--- src/rtl/audio_rec_pkg.sv ---
// rtl/audio_rec_pkg.sv - shared types and sizing for the audio record/play controller
package audio_rec_pkg;

  localparam int ADDR_W_DEF = 15;
  localparam int DATA_W_DEF = 16;

  typedef enum logic [1:0] {
    ST_IDLE      = 2'd0,
    ST_RECORD    = 2'd1,
    ST_PLAY_WAIT = 2'd2,
    ST_PLAY      = 2'd3
  } state_t;

  function automatic int depth_of(input int addr_w);
    return 1 << addr_w;
  endfunction

endpackage

--- src/rtl/rp_addr_counter.sv ---
// rtl/rp_addr_counter.sv - sample RAM address counter shared by record and play paths
module rp_addr_counter
  import audio_rec_pkg::*;
#(
  parameter int ADDR_W = ADDR_W_DEF
) (
  input  logic              clk,
  input  logic              reset,
  input  logic              clr,
  input  logic              inc,
  input  logic              wrap,
  output logic [ADDR_W-1:0] count,
  output logic              terminal
);

  always_ff @(posedge clk or posedge reset) begin
    if (reset) begin
      count <= '0;
    end else if (clr || wrap) begin
      count <= '0;
    end else if (inc) begin
      count <= count + 1'b1;
    end
  end

  assign terminal = (count == {ADDR_W{1'b1}});

endmodule

--- src/rtl/rec_play_ctrl.sv ---
// rtl/rec_play_ctrl.sv - records codec samples into RAM and plays them back
module rec_play_ctrl
  import audio_rec_pkg::*;
#(
  parameter int ADDR_W = ADDR_W_DEF,
  parameter int DATA_W = DATA_W_DEF,
  parameter int LOOP   = 0
) (
  input  logic              clk,
  input  logic              reset,
  input  logic              rec_start,
  input  logic              play_start,
  input  logic              stop,
  input  logic              sample_end,
  input  logic              sample_req,
  input  logic [DATA_W-1:0] audio_in,
  output logic [ADDR_W-1:0] mem_addr,
  output logic [DATA_W-1:0] mem_wdata,
  output logic              mem_we,
  output logic              mem_re,
  input  logic [DATA_W-1:0] mem_rdata,
  output logic [DATA_W-1:0] play_sample,
  output logic              playback,
  output logic              recording,
  output logic [ADDR_W:0]   rec_len,
  output logic              full
);

  localparam logic [ADDR_W:0] FULL_LEN = (ADDR_W+1)'(depth_of(ADDR_W));
  localparam logic [ADDR_W:0] ONE_EXT  = (ADDR_W+1)'(1);
  localparam bit              LOOP_EN  = (LOOP != 0);

  state_t            state;
  logic [ADDR_W-1:0] count;
  logic              terminal;
  logic [ADDR_W:0]   next_ext;
  logic              wr_now;
  logic              start_play;
  logic              req_now;
  logic              at_end;
  logic              loop_wrap;
  logic              read_next;
  logic              cnt_clr;
  logic              cnt_inc;

  assign next_ext   = {1'b0, count} + ONE_EXT;
  assign wr_now     = (state == ST_RECORD) && sample_end;
  assign start_play = (state == ST_IDLE) && play_start && !rec_start && (rec_len != '0);
  // A stop arriving with sample_req wins, so no read is launched that would be discarded.
  assign req_now    = (state == ST_PLAY) && sample_req && !stop;
  assign at_end     = (next_ext == rec_len);
  assign loop_wrap  = req_now && at_end && LOOP_EN;
  assign read_next  = req_now && (!at_end || LOOP_EN);

  assign cnt_clr = (state == ST_IDLE) && (rec_start || start_play);
  assign cnt_inc = wr_now || (read_next && !loop_wrap);

  rp_addr_counter #(
    .ADDR_W(ADDR_W)
  ) u_addr_counter (
    .clk      (clk),
    .reset    (reset),
    .clr      (cnt_clr),
    .inc      (cnt_inc),
    .wrap     (loop_wrap),
    .count    (count),
    .terminal (terminal)
  );

  always_comb begin
    mem_addr = count;
    if (start_play || loop_wrap) begin
      mem_addr = '0;
    end else if (read_next) begin
      mem_addr = next_ext[ADDR_W-1:0];
    end
  end

  assign mem_we    = wr_now;
  assign mem_re    = start_play || read_next;
  assign mem_wdata = audio_in;

  always_ff @(posedge clk or posedge reset) begin
    if (reset) begin
      state       <= ST_IDLE;
      rec_len     <= '0;
      play_sample <= '0;
      playback    <= 1'b0;
      recording   <= 1'b0;
      full        <= 1'b0;
    end else begin
      full <= 1'b0;
      case (state)
        ST_IDLE: begin
          if (rec_start) begin
            state     <= ST_RECORD;
            recording <= 1'b1;
            rec_len   <= '0;
          end else if (start_play) begin
            state    <= ST_PLAY_WAIT;
            playback <= 1'b1;
          end
        end
        ST_RECORD: begin
          if (sample_end) begin
            rec_len <= terminal ? FULL_LEN : next_ext;
          end
          if ((sample_end && terminal) || stop) begin
            state     <= ST_IDLE;
            recording <= 1'b0;
            full      <= sample_end && terminal;
          end
        end
        ST_PLAY_WAIT: begin
          if (stop) begin
            state       <= ST_IDLE;
            playback    <= 1'b0;
            play_sample <= '0;
          end else begin
            state       <= ST_PLAY;
            play_sample <= mem_rdata;
          end
        end
        ST_PLAY: begin
          if (stop || (sample_req && at_end && !LOOP_EN)) begin
            state       <= ST_IDLE;
            playback    <= 1'b0;
            play_sample <= '0;
          end else if (sample_req) begin
            state <= ST_PLAY_WAIT;
          end
        end
        default: begin
          state     <= ST_IDLE;
          playback  <= 1'b0;
          recording <= 1'b0;
        end
      endcase
    end
  end

endmodule
--- config.mk ---
export PLATFORM = sky130hd
export DESIGN_NAME = rec_play_ctrl
export DESIGN_NICKNAME = d
export VERILOG_FILES = /design/src/rtl/audio_rec_pkg.sv /design/src/rtl/rp_addr_counter.sv /design/src/rtl/rec_play_ctrl.sv
export SDC_FILE = /design/constraint.sdc
export NUM_CORES = 1
export LEC_CHECK = 0
export BUFFER_PORTS_ARGS = -buffer_cell sky130_fd_sc_hd__buf_2
export CAP_MARGIN = 0
export CORE_MARGIN = 2
export CORE_UTILIZATION = 45
export CTS_CLUSTER_SIZE = 20
export DETAILED_ROUTE_END_ITERATION = 12
export PLACE_DENSITY = 0.71
export SYNTH_ARGS = -nofsm -noshare
export SYNTH_HDL_FRONTEND = slang
export SYNTH_SLANG_ARGS = --single-unit
export TNS_END_PERCENT = 30
--- constraint.sdc ---
create_clock -name clk -period 7.3 [get_ports clk]
set_input_delay 0.73 -clock clk [delete_from_list [all_inputs] [get_ports clk]]
set_output_delay 0.73 -clock clk [all_outputs]
set_load 0.01 [all_outputs]
Word-level counts from Yosys, hierarchy flattened
Cells that the tools add are included.
Operators by class
  $add $sub $neg: 2
  reduce and logical (&&, ||, !) cells: 29
  equality and inequality tests: 14
  multiplexer cells: 28
Operators by type and width (count)
  $mux 16: 5
  $pmux 16 s2: 2
  $mux 15: 4
  $add 15x1->16 const B: 1
  $eq 16x16->1: 1
  $reduce_bool 16->1: 1
  $add 15x1->15 const B: 1
  $eq 15x15->1 const B: 1
  $mux 2: 6
  $logic_and 1x1->1: 10
  $ne 2x2->1 const B: 5
  $reduce_and 3->1: 3
  $mux 1: 8
  $pmux 2 s4: 1
  $reduce_bool 2->1: 3
  $logic_or 1x1->1: 5
  $reduce_and 5->1: 1
  $eq 2x2->1 const B: 2
  $ne 2x1->1 const B: 2
  $logic_not 1->1: 3
  $ne 3x2->1 const B: 1
  $ne 3x3->1 const B: 1
  $pmux 1 s3: 1
  $reduce_bool 3->1: 1
  other kinds (4): 4
Storage, ports and cells
  word-level logic and storage cells: 80
  output and inout bits: 68
  input bits: 39
  register bits: 52

Depth between registers and ports, before layout
Gate-level depths: netlist of the first run.
  word-level depth: 7
  depth in mapped cells: 12
  gate-level depth less buffers: 9

Cells and area by module
A second synthesis of the first run with hierarchy kept.
Second synthesis, totals
  cells, all modules: 403
  area, all modules: 3654.8 um2
Modules (own cells, without submodules)
  rec_play_ctrl: cells each 325, area an instance 2855.2 um2, times used 1
  rp_addr_counter: cells each 78, area an instance 799.5 um2, times used 1

Worst setup path before layout of the first run
No wires, ideal clock.
  path type: register to output
  start point: register u_addr_counter.count[1]
  end point: output port mem_addr[14]
  path slack: 3.808 ns
  stages on the path, launching flop included: 11
  arrival: 2.762 ns
  buffers on the path: 1
  cells stage by stage: dfrtp_1 > ha_1 > nand3_1 > nor4_2 > a21oi_1 > nand4b_1 > or4_1 > o21ai_1 > clkbuf_2 > o21ai_0 > a21oi_1
On the way
  word-level cells in the longest chain between the ends: 6
RTL lines
  from (decl): RTL line rp_addr_counter.sv:12  | output logic [ADDR_W-1:0] count,
  from (signal assigned): RTL line rp_addr_counter.sv:22  | count <= count + 1'b1;
  $add 15x1->16 *: RTL line rec_play_ctrl.sv:46  | assign next_ext = {1'b0, count} + ONE_EXT;
  $eq 16x16->1: RTL line rec_play_ctrl.sv:51  | assign at_end = (next_ext == rec_len);
  $logic_not 1->1: RTL line rec_play_ctrl.sv:53  | assign read_next = req_now && (!at_end || LOOP_EN);
  $logic_and 1x1->1: RTL line rec_play_ctrl.sv:53
  $mux 15 *: RTL line rec_play_ctrl.sv:74  | end else if (read_next) begin
  $mux 15 *: RTL line rec_play_ctrl.sv:72  | if (start_play || loop_wrap) begin
  to (decl): RTL line rec_play_ctrl.sv:17  | output logic [ADDR_W-1:0] mem_addr,
Every way passes the cells marked *; elsewhere a longest branch is shown, timed or not.

Final worst setup path of the first run
  start point: register u_addr_counter.count[0]
  end point: output port mem_addr[5]
The elaborated chain is that of the path after synthesis.

==> results of run 1 <==
[worst min-delay path, stage by stage (launching register included)]
cell and delay [ns]:
sky130_fd_sc_hd__dfrtp_1 0.41, sky130_fd_sc_hd__nand2_1 0.06, sky130_fd_sc_hd__o21ai_0 0.06
[flip-flops by register name, summed over array words and instances, names as in the netlist]
signal / count
play_sample: 16
recording: 1
state: 2
full: 1
rec_len: 16
u_addr_counter.count: 15
playback: 1
[report_power, final]
group / total (mW) / internal, mW / switching (mW)
sequential: 0.434 / 0.357 / 0.0775
clock: 0.179 / 0.0701 / 0.108
combinational: 0.478 / 0.170 / 0.308
[cell type report]
type / instances / share of cell area, %
well taps: 102 / 3.28
inverters: 11 / 1.06
clock buffers: 5 / 1.77
clock inverters: 3 / 0.644
multi-input cells: 314 / 49.7
flip-flops and latches: 52 / 33.5
repair buffers: 77 / 10.1
[layout by cell type (no fill, tap or decap), drive strengths merged, types with 11 or more instances in the layout]
master and count:
buf 77, dfrtp 52, nand2 50, o21ai 50, a21oi 27, a22oi 17
nor2 14, xnor2 13, o31ai 12, inv 12, or4 11, nand3 11
[cells by family (layout without fill, tap and decap cells)]
family / after synthesis / in the layout / synth area share, %
DFF: 52 / 52 / 36.5
AOI/OAI and AO/OA: 136 / 136 / 23.7
adders and majority gates: 1 / 1 / 0.350
muxes: 4 / 4 / 1.16
buffers and inverters: 61 / 96 / 9.46
and+or+nand+nor: 151 / 151 / 23.4
xor gates and xnor gates: 22 / 22 / 5.40
[routing by layer]
| metal | global-route usage (%) | routed length [um] | vias to the layer above |
|---|---|---|---|
| li1 | - | - | 1607 |
| met1 | 32.3 | 4400 | 1622 |
| met2 | 32.7 | 4370 | 118 |
| met3 | 3.38 | 551 | 17 |
| met4 | 7.48 | 174 | 0 |
| met5 | 0 | 0 | - |
[final timing paths]
check,start,endpoint,depth (start not counted)
worst min-delay path,play_sample[15]$_DFFE_PP0P_,play_sample[15]$_DFFE_PP0P_,2
worst max-delay path,u_addr_counter.count[0]$_DFFE_PP0P_,mem_addr[5],11
worst min register to register,play_sample[15]$_DFFE_PP0P_,play_sample[15]$_DFFE_PP0P_,2
min in group asynchronous,reset,u_addr_counter.count[6]$_DFFE_PP0P_,2
worst max register to register,u_addr_counter.count[0]$_DFFE_PP0P_,u_addr_counter.count[3]$_DFFE_PP0P_,9
max in group asynchronous,reset,play_sample[10]$_DFFE_PP0P_,2
==> summary.txt, run 1 <==
number of H-tree levels - 2
number of max-cap violations - 0
first-pass iteration count of the detailed router - 5
final cycle utilization of the critical path - 65.5%
shortest clock period the worst path allows after layout - 4.78 ns
cell types with the largest area share after synthesis - sky130_fd_sc_hd__dfrtp_1 (36%), sky130_fd_sc_hd__o21ai_0 (6.7%), sky130_fd_sc_hd__nand2_1 (5.3%)
share of Yosys cell area claimed by the top area cell type - 36.5%
placed insts - 556
dpl hpwl - 6780 um
worst ir drop on vdd - 157 uV
cells resized by post-CTS repair - 0
number of vias per cell after detailed routing - 5.96
hold violation count in the final report - 0
final-layout fill cell count - 737
max-slew violation count - 0
result of the run - finished, final reports clean
Initial Util - 46.4%
sequential cell area fraction in the yosys report - 36.5%
Setup-failing EPs final - 0
total routed wirelength - 9500 um
Storage cell area - 1300 um2
overall power of the completed layout - 1.09 mW
Die Y-Extent - 93.1 um
number of sinks handled by clock tree synthesis - 52
total leakage power - 1.62 nW
global-route total usage across every layer - 21.9%
vias in the first global route - 2923
net count after synthesis - 467
Synth Warn # - 0
Die Area - 8660 um2
post-layout utilization of the core - 50.6%
library cell contributing the largest single delay on the critical path - sky130_fd_sc_hd__nor3_1
synthesized area per cell - 8.36 um2
Rows - 32
most frequent cell after synthesis - sky130_fd_sc_hd__dfrtp_1
post-synth top area cell - sky130_fd_sc_hd__dfrtp_1
master cell of the clock root buffer - sky130_fd_sc_hd__clkbuf_8
class of the most critical setup path - flop to primary output
pre-CTS WS - 3.03 ns
kind of launch point of the worst setup path - flop
Commonest cells post-synth - sky130_fd_sc_hd__dfrtp_1 (52), sky130_fd_sc_hd__nand2_1 (50), sky130_fd_sc_hd__o21ai_0 (48), sky130_fd_sc_hd__a21oi_1 (27), sky130_fd_sc_hd__buf_4 (22)
fraction of registers with async set/reset - 100%
ordered cell list for the critical path - ha_1 > nand4_1 > nor3_1 > a21oi_1 > a2111oi_0 > nand4_2 > o21ai_1 > buf_4 > o21ai_0 > a21oi_1 > buf_2
hold_buf cts - 0
Critical Path AT - 4.05 ns
CTS tree - yes
wire length per cell - 16.8 um
setup repair after global routing missed its margin - no
final hold slack - 0.554 ns
Critical Path Most Common Cell - sky130_fd_sc_hd__a21oi_1
total non-filler cell area in the finished layout - 3890 um2
count of flip-flops with a built-in enable after synthesis - 0
Antenna diodes - 0
number of vias after detailed routing - 3364
worst setup slack for register-to-register paths - 3.54 ns
synth-to-layout area growth - 8.90%
setup slack of the critical path after layout - 2.52 ns
clk_lat worst skew - 0.33 ns
Synth cell types - 54
Buf/Inv on CP - 2
remaining routing DRC violations - 0
Congestion Overflow GR - 0
post-route setup TNS - 0 ns
Reg clk slew, reported paths - 0.11 ns
placed cell area - 3790 um2
share of post-route cells with drive strength above 1 - 21.0%
number of standard cells in the final layout excluding fillers - 564
Post-CTS Setup Repair Bufs - 0
count of input and output buffers - 74
classification of the worst-slack hold path - flop to flop
Final ANT Viol Nets - 0
summed instance area of the synthesized netlist - 3570 um2
first-pass GRT wire length - 15100 um
ys flop type - sky130_fd_sc_hd__dfrtp_1
peak clock frequency supported by timing - 0.209 GHz
power per unit of standard cell area - 281 nW/um2
combined area of the multi-input logic cells - 1930 um2
Boundary Pins - 107
largest incremental delay on the critical path - 0.56 ns
worst-path maximum fanout - 23
pin slew with the least headroom to its limit - 1.09 ns
required time of the worst setup path - 6.57 ns
number of instances in the synthesized netlist - 427
core footprint - 7690 um2
kind of cell with the highest combined delay on the critical path - compound AO/OA/AOI/OAI gates
number of antenna violations at the first check in global routing - 0
width of the chip - 93.1 um
Setup crit end kind - primary output
Final nets - 501
Clock Skews - 0.0115 ns
initial DRC count - 287
final RePlAce weighted congestion - 0.885
headroom to the max-slew limit - 27.0%
clock tree buffer depth - 2
synthesis-stage register bit count - 52
largest net degree at the start of global routing - 53
number of clock buffers inserted by TritonCTS - 5
(Power assumes the default switching activity.)
==> run 2: changes to the inputs <==
Settings changed: PLACE_DENSITY 0.71 to 0.74.
Clock period 7.3 ns to 4.03 ns, I/O delays scaled along.
==> run 2 against run 1 <==
Effect of this change:
- core utilization rose by 1.7 points
- highest routed layer unchanged
- power rose by 84%
- worst setup slack got worse by 2.2 ns
- sequential power rose by 83%
- count of clock-buffer cells in the layout did not move
- final cell count rose by 2.0%
- via count rose by 1.7%
- critical path depth rose by 1
- wire length rose by 1.6%
- critical endpoint is now mem_addr[14]
- final area rose by 3.4%
- register-to-register slack got worse by 2.8 ns
- first-iteration DRC count did not move
==> summary.txt, run 2 (synthesis results as in run 1) <==
clock tree buffer depth - 2
pin slew with the least headroom to its limit - 1.05 ns
total leakage power - 1.70 nW
final RePlAce weighted congestion - 0.925
shortest clock period the worst path allows after layout - 3.75 ns
Antenna diodes - 0
initial DRC count - 287
met2 routed WL - 4500 um
vias in the first global route - 3118
required time of the worst setup path - 3.63 ns
master cell of the clock root buffer - sky130_fd_sc_hd__clkbuf_8
final cycle utilization of the critical path - 93.0%
first-pass iteration count of the detailed router - 5
Die Area - 8660 um2
Congestion Overflow GR - 0
headroom to the max-slew limit - 30.0%
number of vias after detailed routing - 3421
classification of the worst-slack hold path - input pin to async pin
worst ir drop on vdd - 328 uV
count of input and output buffers - 74
placed insts - 565
number of H-tree levels - 2
Die Y-Extent - 93.1 um
total routed wirelength - 9650 um
peak clock frequency supported by timing - 0.267 GHz
Routed met1 length - 4330 um
most frequent cells in the layout - sky130_fd_sc_hd__buf_2 (74), sky130_fd_sc_hd__nand2_1 (50), sky130_fd_sc_hd__o21ai_0 (48)
CTS tree - yes
number of max-cap violations - 0
global-route total usage across every layer - 22.5%
remaining routing DRC violations - 0
Rows - 32
class of the most critical setup path - flop to primary output
met3 WL post-DR - 634 um
worst-path maximum fanout - 21
result of the run - finished, final reports clean
Initial Util - 46.4%
number of sinks handled by clock tree synthesis - 52
power per unit of standard cell area - 500 nW/um2
hold violation count in the final report - 0
wire length per cell - 16.8 um
ordered cell list for the critical path - ha_2 > nand4_1 > buf_4 > nor3_4 > a21oi_1 > a2111oi_1 > nand4_2 > o21ai_2 > buf_4 > o21ai_0 > a21oi_1 > buf_2
largest net degree at the start of global routing - 53
kind of launch point of the worst setup path - flop
library cell contributing the largest single delay on the critical path - sky130_fd_sc_hd__dfrtp_2
Setup crit end kind - primary output
Setup-failing EPs final - 0
Boundary Pins - 107
clk_lat worst skew - 0.33 ns
largest incremental delay on the critical path - 0.48 ns
number of antenna violations at the first check in global routing - 0
first-pass GRT wire length - 15700 um
number of standard cells in the final layout excluding fillers - 575
overall power of the completed layout - 2.01 mW
final hold slack - 0.238 ns
most frequent standard cell in the layout excluding fill and tap cells - sky130_fd_sc_hd__buf_2
width of the chip - 93.1 um
share of post-route cells with drive strength above 1 - 25.6%
highest metal layer used by the detailed router - met4
dpl hpwl - 6810 um
Clock Skews - 0.0190 ns
registers with the most flip-flops - play_sample x16, rec_len x16, u_addr_counter.count x15
Final nets - 512
max-slew violation count - 0
number of clock buffers inserted by TritonCTS - 5
core footprint - 7690 um2
synth-to-layout area growth - 12.6%
Critical Path AT - 3.35 ns
worst setup slack for register-to-register paths - 0.79 ns
Final ANT Viol Nets - 0
Reg clk slew, reported paths - 0.11 ns
number of vias per cell after detailed routing - 5.95
## run 2: changes by cell type in the layout (fill, tap and decap cells not counted), moves of 2 or more
cell and delta:
sky130_fd_sc_hd__buf_4 +11, sky130_fd_sc_hd__dfrtp_1 -7, sky130_fd_sc_hd__dfrtp_2 +7, sky130_fd_sc_hd__nor3_4 +2
sky130_fd_sc_hd__or4_1 -2, sky130_fd_sc_hd__or4_4 +2
## run 2: worst max-delay path: cells and delay by family, from the launching register on
kind                       cells  cell delay, ns
and+or+nand+nor                3            0.68
adders and majority gates      1            0.28
AOI/OAI and AO/OA              5            0.99
DFF                            1            0.48
buffers and inverters          3            0.59
## run 2: cell type report
cell class,instances,area (um2)
clock buffer,5,68.8
timing repair buffer,88,475
sequential,52,1310
inverter,11,41.3
multi-input combinational,314,1970
tap,102,128
clock inverter,3,28.8
fill,751,3670
## run 2: repair_timing
item	4_1_cts	5_1_grt
hold buffers	0	0
buffers inserted	0	2
resized for setup	3	13
setup endpoints to repair	15	16
## run 2: metrics by stage
step           worst slack [ns]  instance area, um2  util, %  TNS (ns)
2_1_floorplan             0.865                3570        -         0
3_3_place_gp              0.357                3860     50.2         0
3_5_place_dp              0.147                3860     50.2         0
4_1_cts                  0.0597                3970     51.6         0
5_1_grt                 -0.0436                4020     52.3   -0.0469
6_report                  0.281                4020     52.3         0
## run 2: path summary, 6_finish.rpt
check                                                    start                                    to  cells after the start
max in group asynchronous                                reset   u_addr_counter.count[5]$_DFFE_PP0P_                      3
hold / removal                                           reset               rec_len[14]$_DFFE_PP0P_                      3
hold reg to reg                     play_sample[6]$_DFFE_PP0P_            play_sample[6]$_DFFE_PP0P_                      2
setup reg to reg           u_addr_counter.count[0]$_DFFE_PP0P_  u_addr_counter.count[12]$_DFFE_PP0P_                     11
setup / recovery           u_addr_counter.count[0]$_DFFE_PP0P_                          mem_addr[14]                     12
min in group clk                                  mem_rdata[0]            play_sample[0]$_DFFE_PP0P_                      3
## run 2: routing by layer
layer  global-route usage [%]  up-vias
met5                        0        -
met4                     7.84        0
met3                     3.30       18
met2                     34.9      140
met1                     32.3     1620
li1                         -     1643
## run 2: where the power goes
part | internal, mW | total [mW] | switching [mW] | leakage, nW
registers | 0.648 | 0.794 | 0.146 | 0.651
logic | 0.328 | 0.882 | 0.554 | 0.997
clock network | 0.132 | 0.335 | 0.203 | 0.0511
